--- src/rtl/truth_table_sequencer.sv ---
// Truth-table sequencer: sweeps every input vector of a small combinational
// block in binary order, holds each vector for DWELL cycles, and samples the
// block output at the end of the dwell. Each sample is compared against the
// golden table, and the results are kept until the next start or reset.
module truth_table_sequencer #(
    parameter int                         N_INPUTS = 4,
    parameter int                         DWELL    = 10,
    parameter logic [(1<<N_INPUTS)-1:0]   EXPECTED = 16'h6996
) (
    input  logic                      clk,
    input  logic                      rst_n,
    input  logic                      start,
    input  logic                      f_in,
    output logic [N_INPUTS-1:0]       vec,
    output logic                      busy,
    output logic                      done,
    output logic                      pass,
    output logic [N_INPUTS:0]         err_count,
    output logic                      first_err_valid,
    output logic [N_INPUTS-1:0]       first_err_idx,
    output logic [(1<<N_INPUTS)-1:0]  captured
);

    localparam int                  V          = 1 << N_INPUTS;
    localparam int                  CW         = (DWELL > 1) ? $clog2(DWELL) : 1;
    localparam logic [CW-1:0]       CNT_RELOAD = CW'(DWELL - 1);
    localparam logic [N_INPUTS-1:0] LAST_IDX   = N_INPUTS'(V - 1);
    localparam logic [N_INPUTS:0]   ERR_MAX    = (N_INPUTS + 1)'(V);
    localparam logic [N_INPUTS:0]   ERR_ONE    = (N_INPUTS + 1)'(1);

    typedef enum logic [1:0] {
        IDLE  = 2'd0,
        APPLY = 2'd1,
        DONE  = 2'd2
    } state_t;

    state_t               state;
    state_t               state_next;
    logic [N_INPUTS-1:0]  idx;
    logic [CW-1:0]        cnt;
    logic                 sample;
    logic                 last;
    logic                 launch;
    logic                 mismatch;

    // Sample edge is the final cycle of the dwell; launch is a start honoured outside APPLY.
    always_comb begin
        sample   = (state == APPLY) && (cnt == '0);
        last     = (idx == LAST_IDX);
        launch   = start && (state != APPLY);
        mismatch = (f_in != EXPECTED[idx]);
    end

    // State register.
    always_ff @(posedge clk or negedge rst_n) begin
        if (!rst_n) begin
            state <= IDLE;
        end else begin
            state <= state_next;
        end
    end

    // Next-state decode.
    always_comb begin
        state_next = state;
        case (state)
            IDLE:    if (start) state_next = APPLY;
            APPLY:   if (sample && last) state_next = DONE;
            DONE:    if (start) state_next = APPLY;
            default: state_next = IDLE;
        endcase
    end

    // Index / dwell counter: a launch restarts at vector 0; each sample edge advances.
    always_ff @(posedge clk or negedge rst_n) begin
        if (!rst_n) begin
            idx <= '0;
            cnt <= '0;
        end else if (launch) begin
            idx <= '0;
            cnt <= CNT_RELOAD;
        end else if (state == APPLY) begin
            if (cnt != '0) begin
                cnt <= cnt - 1'b1;
            end else if (!last) begin
                idx <= idx + 1'b1;
                cnt <= CNT_RELOAD;
            end
        end
    end

    // Result capture: cleared on launch, updated only on sample edges, held otherwise.
    always_ff @(posedge clk or negedge rst_n) begin
        if (!rst_n) begin
            captured        <= '0;
            err_count       <= '0;
            first_err_valid <= 1'b0;
            first_err_idx   <= '0;
        end else if (launch) begin
            captured        <= '0;
            err_count       <= '0;
            first_err_valid <= 1'b0;
            first_err_idx   <= '0;
        end else if (sample) begin
            captured[idx] <= f_in;
            if (mismatch) begin
                if (err_count != ERR_MAX) begin
                    err_count <= err_count + ERR_ONE;
                end
                if (!first_err_valid) begin
                    first_err_valid <= 1'b1;
                    first_err_idx   <= idx;
                end
            end
        end
    end

    // Outputs decoded from state and the registered index.
    always_comb begin
        vec  = idx;
        busy = (state == APPLY);
        done = (state == DONE);
        pass = (state == DONE) && (err_count == '0);
    end

endmodule

--- config.mk ---
export PLATFORM = sky130hd
export DESIGN_NAME = truth_table_sequencer
export DESIGN_NICKNAME = d
export VERILOG_FILES = /design/src/rtl/truth_table_sequencer.sv
export SDC_FILE = /design/constraint.sdc
export NUM_CORES = 1
export LEC_CHECK = 0
export CAP_MARGIN = 20
export CORE_MARGIN = 1
export CORE_UTILIZATION = 46
export CTS_CLUSTER_DIAMETER = 50
export DETAILED_ROUTE_END_ITERATION = 6
export PLACE_DENSITY = 0.74
export SYNTH_ARGS = -nofsm -noshare
export SYNTH_HDL_FRONTEND = slang
export SYNTH_SLANG_ARGS = --single-unit
--- constraint.sdc ---
create_clock -name clk -period 1.75 [get_ports clk]
set_input_delay 0.35 -clock clk [delete_from_list [all_inputs] [get_ports clk]]
set_output_delay 0.35 -clock clk [all_outputs]
set_load 0.005 [all_outputs]
==> results_dict.tcl <==
set metrics [dict create \
    postRouteAntennaNets 0 \
    grt_use_total 0.260 \
    setup_ws_ns -0.0527 \
    final_cell_mix "40 x buf_4, 35 x dfrtp_1, 33 x clkdlybuf4s50_1, 21 x nand3_1, 14 x o21ai_0" \
    cts_tree "yes" \
    yosysUniqueCellTypes 34 \
    grt_max_degree 37 \
    hold_path.class "in -> async" \
    r2r_cells 8 \
    drc_errors 0 \
    io_pins 37 \
    layout_min_cycle_time_ns 1.80 \
    power_density_nw_per_um2 1640 \
    critPathArrivalTime_ns 1.97 \
    period_share 1.03 \
    drt_iter0_markers 134 \
    antenna_found_initial 0 \
    violations "negative setup slack" \
    skew_ns 0.00484 \
    power.leakage_uw 0.00134 \
    setup_tns_ns -0.155 \
    grt.overflow.total 0 \
    io_buffers 36 \
    synth_edf_count 0 \
    crit_type "reg -> reg" \
    initial_core_util 0.494 \
    vdd_drop_max_uv 1040 \
    area_growth_pct 53.8 \
    vias 1781 \
    grt_pass1_wl_mm 8.36 \
    wire_per_inst_um 15.9 \
    synth_seq_cells 36 \
    clk_pin_slew_worst_paths_ns 0.07 \
    cp-end-kind "flop" \
    fin_cells 316 \
    hpwl_mm 3.31 \
    numCtsBuffers 5 \
    gp_congestion 0.830 \
    dieArea_um2 4310 \
    status "finished with violations" \
    first_pass_iters 4 \
    die_y_um 65.6 \
    final-setup-viol-count 6 \
    critPathRequiredTime_ns 1.92 \
    syn_inst 189 \
    nFillCells 236 \
    final_common_cell "buf_4" \
    clockBufferDepth 2 \
    cts_root_buf "clkbuf_8" \
    insertion_delay_ns 0.29 \
    ys_warn_count 0 \
    slew_headroom 0.645 \
    viasPerCell 5.64 \
    start_kind "flop" \
    drt-total-wl_mm 5.03 \
    cts.sinks 36 \
    coreArea_um2 3770 \
    dpl.cell_count 298 \
    async_flop_share 1.00 \
    hold_viol 0 \
    avgSynthCellArea_um2 9.86 \
    die_x_um 65.6 \
    maxCapViolCount 0 \
    netlist_area_um2 1860 \
    crit_fanout 6 \
    fp-row-count 22 \
    rsz0062_at_grt "yes" \
    grt_pass1_vias 1715 \
    drive_above_1_share 0.317 \
    h-tree-depth 2 \
    power.total_uw 4710 \
    worst_pin_slew_ns 0.526 \
    max_freq_mhz 555 \
    synthFlopType "dfrtp_1" \
    yosysSeqAreaShare 0.484 \
    diodes 0 \
    nNetsFinal 279 \
    synth_nets 201 \
    drv_slew 0 \
]
[cells by family (layout without fill, tap and decap cells)]
kind of cell	Yosys count	in the layout	share of synthesized area
and+or+nand+nor	81	81	0.233
DFF	36	36	0.484
AOI/OAI and AO/OA	29	29	0.0940
buffers and inverters	16	95	0.0363
muxes	13	13	0.0712
adders and majority gates	8	8	0.0537
xor gates and xnor gates	6	6	0.0282
[report_power, final]
part,switching (uW),internal [uW],leakage [uW]
combinational,1280,1420,0.000818
clock,288,422,0.0000552
sequential,189,1110,0.000463
total,1750,2960,0.00134
[timing repair]
item	CTS	global route
resized for setup	20	19
setup buffers	8	2
setup endpoints to repair	13	28
gates cloned	0	0
hold buffers	0	0
pin swaps	6	1
[flip-flops by register name, indices dropped and copies added, names as in the netlist]
signal	cells
first_err_idx	4
captured	16
state	2
err_count	5
cnt	4
first_err_valid	1
vec	4
[metal layers]
metal	track usage	part of all wire	vias to the layer above	routed length [um]
met5	0	0	-	0
met4	0.0761	0.0095	0	48
met3	0.0799	0.047	5	234
met2	0.389	0.50	51	2510
met1	0.359	0.45	876	2240
li1	-	-	849	-
[area by class of cell]
cell class                      instances  area [um^2]  share of cell area
Timing Repair Buffer                   79          691               0.241
Inverter                                8         31.3              0.0109
Clock buffer                            6         72.6              0.0253
Tap cell                               48         60.1              0.0210
Clock inverter                          2         35.0              0.0122
Multi-Input combinational cell        137         1070               0.375
Sequential cell                        36          902               0.315
[stage by stage]
stage / hold WS [ns] / setup slack, ns / util / instance area (um^2)
floorplan: 0.0544 / -0.0194 / - / 1910
global placement: 0.481 / -0.226 / 0.674 / 2540
detailed placement: 0.491 / -0.277 / 0.674 / 2540
CTS: 0.495 / -0.0306 / 0.740 / 2790
global route: 0.537 / -0.113 / 0.760 / 2870
finish: 0.486 / -0.0527 / 0.760 / 2870
[Yosys cell counts, types with 3 or more instances]
library cell | number | share of area
inv_1 | 7 | 0.014
o311ai_0 | 4 | 0.019
mux2i_1 | 11 | 0.059
nor2_1 | 13 | 0.026
a21oi_1 | 6 | 0.016
nand3_1 | 22 | 0.059
clkbuf_1 | 5 | 0.010
o21ai_0 | 14 | 0.038
o31ai_1 | 3 | 0.012
xnor2_1 | 4 | 0.019
nand4_1 | 12 | 0.040
dfrtp_1 | 36 | 0.48
ha_1 | 8 | 0.054
nor3_1 | 4 | 0.011
nand2_1 | 12 | 0.024
nand2b_1 | 3 | 0.010
[worst paths after layout]
| check | startpoint | slack, ns | to |
|---|---|---|---|
| hold / removal | rst_n | 0.49 | err_count[0] |
| min in group clk | captured[4] | 0.50 | captured[4] |
| setup / recovery | vec[1] | -0.05 | err_count[2] |
| hold reg to reg | captured[4] | 0.50 | captured[4] |
| setup reg to reg | vec[1] | -0.05 | err_count[2] |
| max in group asynchronous | rst_n | 0.93 | vec[1] |
[worst max-delay path, stage by stage, from the launching register on]
cell,delay (ns)
dfrtp_2,0.41
inv_2,0.08
ha_4,0.21
xor2_4,0.20
buf_4,0.16
xnor2_2,0.21
buf_4,0.18
nand3_1,0.10
mux2i_1,0.13
(Power assumes the default switching activity.)
